<file path="src/rtl/sr_flag_bank_ctrl_pkg.sv">
// sr_flag_pkg: shared types, command codes and the per-bit flag update
// function for the sr_flag_bank_ctrl block.
//   state_t  : controller FSM states (ST_IDLE, ST_LOCKED)
//   CMD_*    : {S,R} command encodings for one flag bit
//   sr_next  : next value of one flag bit for a given {S,R} pair
// Optional feature macro: SR_FLAG_ILLEGAL_CHECK_EN. When it is undefined,
// the {S,R}=11 code toggles the bit. When it is defined, the caller
// suppresses the whole command, and 11 simply holds here.
package sr_flag_pkg;

    typedef enum logic [0:0] {
        ST_IDLE   = 1'b0,
        ST_LOCKED = 1'b1
    } state_t;

    localparam logic [1:0] CMD_HOLD = 2'b00;
    localparam logic [1:0] CMD_CLR  = 2'b01;
    localparam logic [1:0] CMD_SET  = 2'b10;
    localparam logic [1:0] CMD_ILL  = 2'b11;

    function automatic logic sr_next(input logic q, input logic s, input logic r);
        logic nq;
        case ({s, r})
            CMD_HOLD: nq = q;
            CMD_CLR:  nq = 1'b0;
            CMD_SET:  nq = 1'b1;
`ifdef SR_FLAG_ILLEGAL_CHECK_EN
            CMD_ILL:  nq = q;
`else
            CMD_ILL:  nq = ~q;
`endif
            default:  nq = q;
        endcase
        return nq;
    endfunction

endpackage

</file>
<file path="src/rtl/sr_flag_bank_ctrl_if.sv">
// sr_flag_bank_ctrl_if: requester-side bus of the flag bank controller.
//   req/lock    : per-requester request valid and keep-ownership bits
//   set_mask    : per-requester S bits, requester i at [i*NFLAG +: NFLAG]
//   rst_mask    : per-requester R bits, same packing
//   ack         : one-cycle pulse per requester when its command is applied
//   q/qbar      : flag state and its complement
//   owner/locked: current lock owner and lock status
//   err         : sticky illegal-command flag
// Modports: master (requesters/testbench), slave (controller).
interface sr_flag_bank_ctrl_if #(
    parameter int NREQ  = 4,
    parameter int NFLAG = 8
);
    localparam int IW = $clog2(NREQ);

    logic [NREQ-1:0]       req;
    logic [NREQ-1:0]       lock;
    logic [NREQ*NFLAG-1:0] set_mask;
    logic [NREQ*NFLAG-1:0] rst_mask;
    logic [NREQ-1:0]       ack;
    logic [NFLAG-1:0]      q;
    logic [NFLAG-1:0]      qbar;
    logic [IW-1:0]         owner;
    logic                  locked;
    logic                  err;

    modport master (
        output req, lock, set_mask, rst_mask,
        input  ack, q, qbar, owner, locked, err
    );

    modport slave (
        input  req, lock, set_mask, rst_mask,
        output ack, q, qbar, owner, locked, err
    );

endinterface

</file>
<file path="src/rtl/sr_flag_bank_ctrl_rr_arbiter.sv">
// rr_arbiter: combinational round-robin arbiter.
//   elig      : eligible requesters
//   ptr       : highest-priority index for this cycle
//   gnt       : one-hot grant
//   gnt_idx   : encoded index of the granted requester
//   gnt_valid : a grant was issued
module rr_arbiter
    import sr_flag_pkg::*;
#(
    parameter int NREQ = 4,
    localparam int IW  = $clog2(NREQ)
) (
    input  logic [NREQ-1:0] elig,
    input  logic [IW-1:0]   ptr,
    output logic [NREQ-1:0] gnt,
    output logic [IW-1:0]   gnt_idx,
    output logic            gnt_valid
);

    // Scan from ptr upward with wrap-around; the first eligible index wins.
    always_comb begin
        logic [IW-1:0] idx_s;
        gnt       = '0;
        gnt_idx   = '0;
        gnt_valid = 1'b0;
        idx_s     = '0;
        for (int i = 0; i < NREQ; i++) begin
            idx_s = IW'((int'(ptr) + i) % NREQ);
            if (!gnt_valid && elig[idx_s]) begin
                gnt_valid  = 1'b1;
                gnt_idx    = idx_s;
                gnt[idx_s] = 1'b1;
            end else begin
                gnt_valid = gnt_valid;
            end
        end
    end

endmodule

</file>
<file path="src/rtl/sr_flag_bank_ctrl.sv">
// sr_flag_bank_ctrl: arbitrated controller for a bank of SR status flags.
//   clk : rising-edge clock
//   rst : asynchronous active-high reset
//   bus : sr_flag_bank_ctrl_if.slave (req/lock/masks in; ack/q/qbar/owner/locked/err out)
// Optional feature macro: SR_FLAG_ILLEGAL_CHECK_EN. When it is defined, a
// command with any {S,R}=11 bit is acked but changes no flag and sets the
// sticky err. When it is undefined, 11 toggles the bit and err stays 0.
module sr_flag_bank_ctrl
    import sr_flag_pkg::*;
#(
    parameter int NREQ  = 4,
    parameter int NFLAG = 8
) (
    input  logic                clk,
    input  logic                rst,
    sr_flag_bank_ctrl_if.slave  bus
);

    localparam int IW = $clog2(NREQ);

    state_t            state_r, state_next_s;
    logic [NREQ-1:0]   ack_r, elig_s, own_mask_s, gnt_s;
    logic [IW-1:0]     ptr_r, ptr_next_s, owner_r, owner_next_s, gnt_idx_s;
    logic              gnt_valid_s;
    logic [NFLAG-1:0]  q_r, qbar_r, q_next_s, sel_set_s, sel_rst_s;
    logic              err_r, err_next_s;

    // Eligibility: a requester acked this cycle is still presenting its old
    // command, so it sits out one cycle; while locked, only the owner competes.
    always_comb begin
        own_mask_s          = '0;
        own_mask_s[owner_r] = 1'b1;
        if (state_r == ST_LOCKED) begin
            elig_s = bus.req & ~ack_r & own_mask_s;
        end else begin
            elig_s = bus.req & ~ack_r;
        end
    end

    rr_arbiter #(.NREQ(NREQ)) u_arb (
        .elig      (elig_s),
        .ptr       (ptr_r),
        .gnt       (gnt_s),
        .gnt_idx   (gnt_idx_s),
        .gnt_valid (gnt_valid_s)
    );

    // FSM next state, lock owner and round-robin pointer.
    always_comb begin
        state_next_s = state_r;
        owner_next_s = owner_r;
        ptr_next_s   = ptr_r;
        case (state_r)
            ST_IDLE: begin
                if (gnt_valid_s) begin
                    if (gnt_idx_s == IW'(NREQ - 1)) begin
                        ptr_next_s = '0;
                    end else begin
                        ptr_next_s = gnt_idx_s + IW'(1);
                    end
                    if (bus.lock[gnt_idx_s]) begin
                        state_next_s = ST_LOCKED;
                        owner_next_s = gnt_idx_s;
                    end else begin
                        state_next_s = ST_IDLE;
                    end
                end else begin
                    state_next_s = ST_IDLE;
                end
            end
            ST_LOCKED: begin
                if (gnt_valid_s) begin
                    if (bus.lock[gnt_idx_s]) begin
                        state_next_s = ST_LOCKED;
                    end else begin
                        state_next_s = ST_IDLE;
                    end
                end else if (!bus.req[owner_r] && !bus.lock[owner_r]) begin
                    // Owner abandoned the burst between commands.
                    state_next_s = ST_IDLE;
                end else begin
                    state_next_s = ST_LOCKED;
                end
            end
            default: begin
                state_next_s = ST_IDLE;
            end
        endcase
    end

    // Select the granted requester's masks and compute the new flag value.
    always_comb begin
        sel_set_s  = '0;
        sel_rst_s  = '0;
        q_next_s   = q_r;
        err_next_s = err_r;
        for (int i = 0; i < NREQ; i++) begin
            sel_set_s = sel_set_s | (bus.set_mask[i*NFLAG +: NFLAG] & {NFLAG{gnt_s[i]}});
            sel_rst_s = sel_rst_s | (bus.rst_mask[i*NFLAG +: NFLAG] & {NFLAG{gnt_s[i]}});
        end
`ifdef SR_FLAG_ILLEGAL_CHECK_EN
        if (gnt_valid_s && |(sel_set_s & sel_rst_s)) begin
            // Whole command is dropped; only the sticky error records it.
            err_next_s = 1'b1;
        end else if (gnt_valid_s) begin
            for (int k = 0; k < NFLAG; k++) begin
                q_next_s[k] = sr_next(q_r[k], sel_set_s[k], sel_rst_s[k]);
            end
        end else begin
            q_next_s = q_r;
        end
`else
        err_next_s = 1'b0;
        if (gnt_valid_s) begin
            for (int k = 0; k < NFLAG; k++) begin
                q_next_s[k] = sr_next(q_r[k], sel_set_s[k], sel_rst_s[k]);
            end
        end else begin
            q_next_s = q_r;
        end
`endif
    end

    // State, pointer, owner, flag bank, ack pulse and error registers.
    always_ff @(posedge clk or posedge rst) begin
        if (rst) begin
            state_r <= ST_IDLE;
            ptr_r   <= '0;
            owner_r <= '0;
            ack_r   <= '0;
            q_r     <= '0;
            qbar_r  <= '1;
            err_r   <= 1'b0;
        end else begin
            state_r <= state_next_s;
            ptr_r   <= ptr_next_s;
            owner_r <= owner_next_s;
            ack_r   <= gnt_s;
            q_r     <= q_next_s;
            qbar_r  <= ~q_next_s;
            err_r   <= err_next_s;
        end
    end

    assign bus.ack    = ack_r;
    assign bus.q      = q_r;
    assign bus.qbar   = qbar_r;
    assign bus.owner  = owner_r;
    assign bus.locked = (state_r == ST_LOCKED);
    assign bus.err    = err_r;

endmodule

</file>
<file path="src/flat_wrapper.sv">
// flat-port wrapper written by rule: the top's interface ports become plain ports
module sr_flag_bank_ctrl_flat import sr_flag_pkg::*;
#(
    parameter int NREQ  = 4,
    parameter int NFLAG = 8
)
  (clk, rst, bus_req, bus_lock, bus_set_mask, bus_rst_mask, bus_ack, bus_q, bus_qbar, bus_owner, bus_locked, bus_err);
  sr_flag_bank_ctrl_if #(.NREQ(NREQ), .NFLAG(NFLAG)) bus_i ();
  input  logic clk;
  input  logic rst;
  input wire logic [$bits(bus_i.req)-1:0] bus_req;
  input wire logic [$bits(bus_i.lock)-1:0] bus_lock;
  input wire logic [$bits(bus_i.set_mask)-1:0] bus_set_mask;
  input wire logic [$bits(bus_i.rst_mask)-1:0] bus_rst_mask;
  output wire logic [$bits(bus_i.ack)-1:0] bus_ack;
  output wire logic [$bits(bus_i.q)-1:0] bus_q;
  output wire logic [$bits(bus_i.qbar)-1:0] bus_qbar;
  output wire logic [$bits(bus_i.owner)-1:0] bus_owner;
  output wire logic [$bits(bus_i.locked)-1:0] bus_locked;
  output wire logic [$bits(bus_i.err)-1:0] bus_err;
  assign bus_i.req = bus_req;
  assign bus_i.lock = bus_lock;
  assign bus_i.set_mask = bus_set_mask;
  assign bus_i.rst_mask = bus_rst_mask;
  assign bus_ack = bus_i.ack;
  assign bus_q = bus_i.q;
  assign bus_qbar = bus_i.qbar;
  assign bus_owner = bus_i.owner;
  assign bus_locked = bus_i.locked;
  assign bus_err = bus_i.err;
  sr_flag_bank_ctrl #(.NREQ(NREQ), .NFLAG(NFLAG)) u_core (.clk(clk), .rst(rst), .bus(bus_i));
endmodule
</file>
<file path="config.mk">
export PLATFORM = sky130hd
export DESIGN_NAME = sr_flag_bank_ctrl_flat
export DESIGN_NICKNAME = d
export VERILOG_FILES = /design/src/rtl/sr_flag_bank_ctrl_pkg.sv /design/src/rtl/sr_flag_bank_ctrl_if.sv /design/src/rtl/sr_flag_bank_ctrl_rr_arbiter.sv /design/src/rtl/sr_flag_bank_ctrl.sv /design/src/flat_wrapper.sv
export SDC_FILE = /design/constraint.sdc
export NUM_CORES = 1
export LEC_CHECK = 0
export ABC_AREA = 1
export CAP_MARGIN = 25
export CORE_UTILIZATION = 43
export CTS_CLUSTER_DIAMETER = 100
export DETAILED_ROUTE_END_ITERATION = 10
export PLACE_DENSITY_LB_ADDON = 0.05
export SLEW_MARGIN = 20
export SYNTH_ARGS = -nofsm -noshare
export SYNTH_HDL_FRONTEND = slang
export SYNTH_HIERARCHICAL = 1
export SYNTH_SLANG_ARGS = --single-unit
</file>
<file path="constraint.sdc">
create_clock -name clk -period 2.85 [get_ports clk]
set_input_delay 0.7125 -clock clk [delete_from_list [all_inputs] [get_ports clk]]
set_output_delay 0.7125 -clock clk [all_outputs]
set_load 0.005 [all_outputs]
</file>
==> results.toml, run 1 <==
[grt]
grt-ovfl-total = 0
grt_use_total_pct = 22.5
grt_max_degree = 26
grt_pass1_wl_um = 9330
grt_pass1_vias = 2133
antenna_found_initial = 0

[logic_synthesis]
synth-seq-cells = 25
synth_top_area_share_pct = 26.3
synth-seq-area-share_pct = 28.8
synth_nets = 424
synthTopCellsByCount = "nand2_1 (155), nor2_1 (39), nand3_1 (18), dfrtp_1 (17), o21ai_1 (16)"
synth_edf_count = 0
synthAdderAreaFrac_pct = 3.40
ys_types = 27
ys.flop_type = "dfrtp_1"
synth_area_leaders = "nand2_1 (26%), dfrtp_1 (19%), dfstp_2 (9.5%)"
yosysMostFrequentCell = "nand2_1"
synth_warnings = 6
async_flop_share_pct = 100
synth_top_family_by_area = "simple AND/OR/NAND/NOR gates"
synthMuxAreaShare_pct = 1.36
synth-compound-area-share_pct = 11.1
syn_inst = 344
syn_avg_cell_area_um2 = 6.42
yosys.area.top_type = "nand2_1"
yosys.area_share.simple_pct = 45.8
synth_area_um2 = 2210
yosys.area_share.xor_xnor_pct = 0

[setup_path]
cp_data_required_time_ns = 3.04
worstPathMaxFanout = 6
max_stage_delay_ns = 0.48
crit_chain = "clkdlybuf4s50_1, nand2_1, nor2_1, inv_1, nand2_1, nand3_4, nand2_4, nor2_1, a21oi_1, nand3_1, buf_4, nand2_1, nand2_1, nor2_1, nor2_1, o21ai_0"
cpMaxStageDelayCell = "clkdlybuf4s50_1"
end_kind = "flop"
timing.critical_path.max_delay_family = "simple AND/OR/NAND/NOR gates"
worst_ep_arrival_time_ns = 2.82
crit_type = "in -> reg"
cp-start-kind = "primary input"
path_buf_inv = 3

[timing]
timing.fmax_mhz = 380
hold_ws_ns = 0.485
setup_viol = 0
slew_viol_final = 0
finalCritPeriodShare_pct = 92.3
grt_setup_unrepaired = "no"
hold_violations = 0
post-route-min-period_ns = 2.63
clock_skew_ns = 0.00339

[floorplanning]
core_um2 = 4820
dieHeight_um = 73.7
die_area_um2 = 5430
ioPinCount = 98
start_util_pct = 45.8
die_w_um = 73.7
row_count = 25

[finish]
num_antenna_cells = 0
fin_area_um2 = 3370
drive_gt1_share_pct = 12.0
instances_no_fill = 518
nNetsFinal = 532
area_growth_pct = 52.4

[power]
p_leak_nw = 1.66
vdd_drop_max_mv = 1.14
power.density_nw_per_um2 = 1520

[detailed_routing]
drc = 0
vias = 2477
post_drt_wl_per_cell_um = 11.8
initialDrtViolationCount = 82
drt-total-wl_um = 6090
ant_nets = 0
firstDrtPassIters = 7
vias_per_cell = 4.78

[place]
gp_congestion = 0.953
dp_hpwl_um = 4790
io_buffers = 96
place_area_um2 = 3310
dp_cells = 514

[hold_path]
hold_path.class = "reg -> reg"

[clocking]
holdBufCountCts = 0
cts_tree = "done"
cts_root_buffer = "clkbuf_8"
cts_sinks = 25
clkTransAtPathRegs_ns = 0.09
htreeDepth = 1
clk_latency_ns = 0.26
clockBufferDepth = 2
cts_made_buffers = 3

[run]
cap_violations = 0

[run_status]
status = "complete, no violations"
[per-layer routing]
layer	track usage (%)	vias up	wire, um
met4	4.70	0	50
met5	0	-	0
met1	27.8	1082	2660
met3	3.98	4	367
li1	-	1310	-
met2	40.8	81	3020
[repair_timing]
action,CTS,global route
endpoints found under the setup margin,0,4
endpoints found under the hold margin,0,0
buffers inserted,0,0
resized for setup,0,2
[worst register-to-register path, cell delays in order, from the launching register on]
cell and delay, ns:
dfrtp_1 0.36, inv_1 0.11, ha_1 0.38, inv_1 0.12, nand3_1 0.09, nand2_1 0.05, nor2_1 0.32, a21oi_1 0.13
nand3_1 0.17, ha_1 0.25, mux2_4 0.26
[layout make-up]
type | instances | area (um2)
Fill cell | 436 | 1450
Clock buffer | 4 | 45.0
Tap cell | 67 | 83.8
Multi-Input combinational cell | 290 | 1370
Timing Repair Buffer | 116 | 1160
Sequential cell | 25 | 636
Inverter | 16 | 67.6
[layout by cell type, fill, tap and decap left out, drive strengths merged]
cell / count
a21oi: 7
o21bai: 8
nand3: 20
clkdlybuf4s50: 96
nor2: 43
dfstp: 8
nand4: 9
clkbuf: 4
nand2: 166
dfrtp: 17
a21boi: 4
mux2: 2
o21ai: 24
conb: 1
ha: 6
buf: 20
inv: 16
[power by group]
group	total (W)	leakage [nW]	internal, W	switching [W]
Clock	0.000208	0.0228	0.0000997	0.000108
Combinational	0.00416	1.35	0.00187	0.00229
Sequential	0.000757	0.294	0.000615	0.000142
[final timing paths]
check	startpoint	to	slack (ns)	cells past startpoint
max	bus_req[3]	u_core/bus.qbar[4]	0.22	16
min	flop	u_core/bus.qbar[0]	0.49	1
max reg2reg	u_core/ptr_r[1]	u_core/ptr_r[1]	0.49	10
min reg2reg	flop	u_core/bus.qbar[0]	0.49	1
max in group asynchronous	rst	u_core/bus.qbar[4]	1.75	3
min in group asynchronous	rst	asynchronous set/reset pin	0.80	3
[metrics by stage]
step           worst slack (ns)  util (%)  total power (W)  setup TNS (ns)
5_1_grt                 0.00416      69.9          0.00572               0
2_1_floorplan             0.539         -          0.00371               0
4_1_cts                   0.205      69.7          0.00514               0
3_3_place_gp            -0.0169      68.8          0.00483         -0.0398
3_5_place_dp            -0.0691      68.8          0.00490          -0.260
6_report                  0.219      69.9          0.00512               0
[cell families (layout without fill, tap and decap cells)]
group | count (synthesis) | after routing
AND/OR/NAND/NOR | 238 | 238
AO/OA/AOI/OAI | 43 | 43
buffers and inverters | 29 | 136
flip-flops | 25 | 25
adder cells (fa/ha/maj) | 6 | 6
multiplexers | 2 | 2
other | 1 | 1
Note: power is estimated with default switching activity, not from simulation.
==> run 2, diff against run 1 <==
--- a/config.mk
+++ b/config.mk
@@ -14,5 +14,4 @@
 export SLEW_MARGIN = 20
 export SYNTH_ARGS = -nofsm -noshare
 export SYNTH_HDL_FRONTEND = slang
-export SYNTH_HIERARCHICAL = 1
 export SYNTH_SLANG_ARGS = --single-unit
==> constraint.sdc (replaced) <==
create_clock -name clk -period 2.85 [get_ports clk]
set_input_delay 0.57 -clock clk [delete_from_list [all_inputs] [get_ports clk]]
set_output_delay 0.57 -clock clk [all_outputs]
set_load 0.005 [all_outputs]
==> run 2 against run 1 <==
Against the previous run: non-clock buffer count fell by 12; via count fell by 1.5%; core utilization fell by 2.9 points; synthesized cell count rose by 1.7%; sequential power fell by 0.5%; fmax rose by 5.0%; register-to-register slack got worse by 0.14 ns; critical path depth fell by 1; final cell count rose by 0.97%; clock-buffer cell count fell by 1; worst setup slack improved by 0.13 ns; first-iteration DRC count fell by 9.8%; critical path type is now reg -> reg; largest cell class unchanged.
==> results.toml, run 2 <==
[power]
power.density_nw_per_um2 = 1240
vdd_drop_max_mv = 0.597
power_w = 0.00424
p_leak_nw = 1.77

[setup_path]
timing.critical_path.max_delay_family = "simple AND/OR/NAND/NOR gates"
cpMostUsedCell = "nand2_1"
end_kind = "flop"
crit_chain = "inv_1, ha_1, inv_1, nand3_1, nand2_4, nand2_4, nor2_8, nand2_4, o21ai_4, buf_12, nand2_1, nand2_1, nor2_1, nand2_1, nand2_1"
max_stage_delay_ns = 0.59
worstPathMaxFanout = 17
cp_data_required_time_ns = 3.01
reg2reg_from = "u_core.ptr_r[1]"
cp-start-kind = "flop"
path_buf_inv = 3
crit_type = "reg -> reg"
worst_ep_arrival_time_ns = 2.67
cpMaxStageDelayCell = "dfrtp_1"
reg2reg_slack_ns = 0.35
r2r_cells = 15

[grt]
grt_max_degree = 26
grt_use_total_pct = 21.5
gr-usage-met3_pct = 3.75
use_met1_pct = 26.4
grt-ovfl-total = 0
grt_pass1_vias = 2186
antenna_found_initial = 0
grt_use_met2_pct = 39.5
grt.busiest_layer = "met2"
grt_pass1_wl_um = 9330

[place]
gp_congestion = 0.896
io_buffers = 96
dp_hpwl_um = 4730

[floorplanning]
dieHeight_um = 75.0
start_util_pct = 44.8
die_w_um = 75.0
ioPinCount = 98
row_count = 26
core_um2 = 5110
die_area_um2 = 5620

[logic_synthesis]
synth_warnings = 0
yosysMostFrequentCell = "nand2_1"
async_flop_share_pct = 100
ys.flop_type = "dfrtp_1"
synth_top_area_share_pct = 25.6
synth-seq-area-share_pct = 27.8
synth-seq-cells = 25
synth_area_um2 = 2290
syn_inst = 350
synth_nets = 433
syn_avg_cell_area_um2 = 6.54
synthTopCellsByCount = "nand2_1 (156), inv_1 (30), nand3_1 (28), nor2_1 (27), dfrtp_1 (17)"
synth_area_leaders = "nand2_1 (26%), dfrtp_1 (19%), dfstp_2 (9.2%)"
yosys.area.top_type = "nand2_1"
ys_types = 25
synth_edf_count = 0

[finish]
fill_cells = 465
nNetsFinal = 537
final_common_cell = "nand2_1"
mostFrequentLayoutCells = "nand2_1 (156), clkdlybuf4s50_1 (96), inv_1 (30)"
drive_gt1_share_pct = 13.2
area_growth_pct = 49.3
num_antenna_cells = 0

[detailed_routing]
firstDrtPassIters = 4
ant_nets = 0
drc = 0
initialDrtViolationCount = 74
vias = 2441
drt-total-wl_um = 5870
vias_per_cell = 4.67
post_drt_wl_per_cell_um = 11.2

[timing]
slew_viol_final = 0
hold_violations = 0
setup_viol = 0
timing.fmax_mhz = 399
post-route-min-period_ns = 2.50
setup_tns_ns = 0
grt_setup_unrepaired = "no"
finalCritPeriodShare_pct = 87.9
clock_skew_ns = 0.00443

[clocking]
cts_made_buffers = 3
htreeDepth = 1
cts_root_buffer = "clkbuf_8"
cts_setup_buffers = 0
cts_sinks = 25
cts_tree = "done"
clk_latency_ns = 0.27
cts_resized = 0
clkTransAtPathRegs_ns = 0.10
holdBufCountCts = 0
clockBufferDepth = 2

[hold_path]
min_path_cells = 2
hold_path.class = "reg -> reg"

[run_status]
status = "complete, no violations"

[run]
cap_violations = 0
-- run 2: cell count changes in the layout (fill, tap and decap cells not counted), moves of 4 or more --
cell and change:
a21boi_0 -4, buf_4 -10, inv_1 +16, nand2_4 +13
nand3_1 +11, nand4_1 -8, nor2_1 -11, o21ai_0 +4
o21ai_1 -7, o21bai_1 -8
-- run 2: cell families after synthesis --
group | synth area share (%)
flops | 27.8
fa+ha+maj | 4.92
simple gates | 51.5
other cells | 0.164
buf+inv | 7.60
compound gates | 8.09
-- run 2: worst max-delay path by stage --
stage / startpoint / to / slack [ns] / cells past startpoint
floorplan: u_core.ptr_r[1] / flop / 0.51 / 15
global placement: bus_req[3] / flop / 0.16 / 17
detailed placement: bus_req[3] / u_core.ptr_r[1] / 0.13 / 14
CTS: u_core.ptr_r[1] / flop / 0.36 / 15
global route: u_core.ptr_r[1] / u_core.bus.qbar[3] / 0.19 / 15
finish: u_core.ptr_r[1] / flop / 0.35 / 15
-- run 2: per-stage QoR --
step	hold slack, ns	instance area [um2]	cells	utilization [%]	setup slack (ns)
floorplan	0.506	2290	350	-	0.512
global placement	0.511	3370	519	66.0	0.165
detailed placement	0.507	3370	519	66.0	0.133
CTS	0.535	3420	523	66.9	0.361
global route	0.570	3420	523	66.9	0.189
finish	0.536	3420	523	66.9	0.345
-- run 2: worst min-delay path, stage by stage, from the launching register on --
cell and delay, ns:
dfrtp_1 0.39, nand2_1 0.06, nand2_1 0.06
-- run 2: layer usage --
metal  vias up  routed length, um
met5         -                  0
met4         0                 50
met3         4                335
met2        67               2870
met1      1077               2610
li1       1293                  -
-- run 2: where the power goes --
group	switching, W	total [W]	leakage [nW]	internal (W)
logic	0.00191	0.00327	1.45	0.00136
registers	0.000157	0.000753	0.296	0.000596
clock network	0.000122	0.000221	0.0217	0.0000991
-- run 2: layout make-up --
| cell class | instances | area (um2) | share of cell area [%] |
|---|---|---|---|
| clock buffer | 3 | 41.3 | 1.21 |
| clock inverter | 1 | 7.51 | 0.220 |
| inverter | 32 | 120 | 3.51 |
| multi-input combinational | 288 | 1480 | 43.3 |
| sequential | 25 | 636 | 18.6 |
| tap | 70 | 87.6 | 2.56 |
| timing repair buffer | 104 | 1050 | 30.6 |
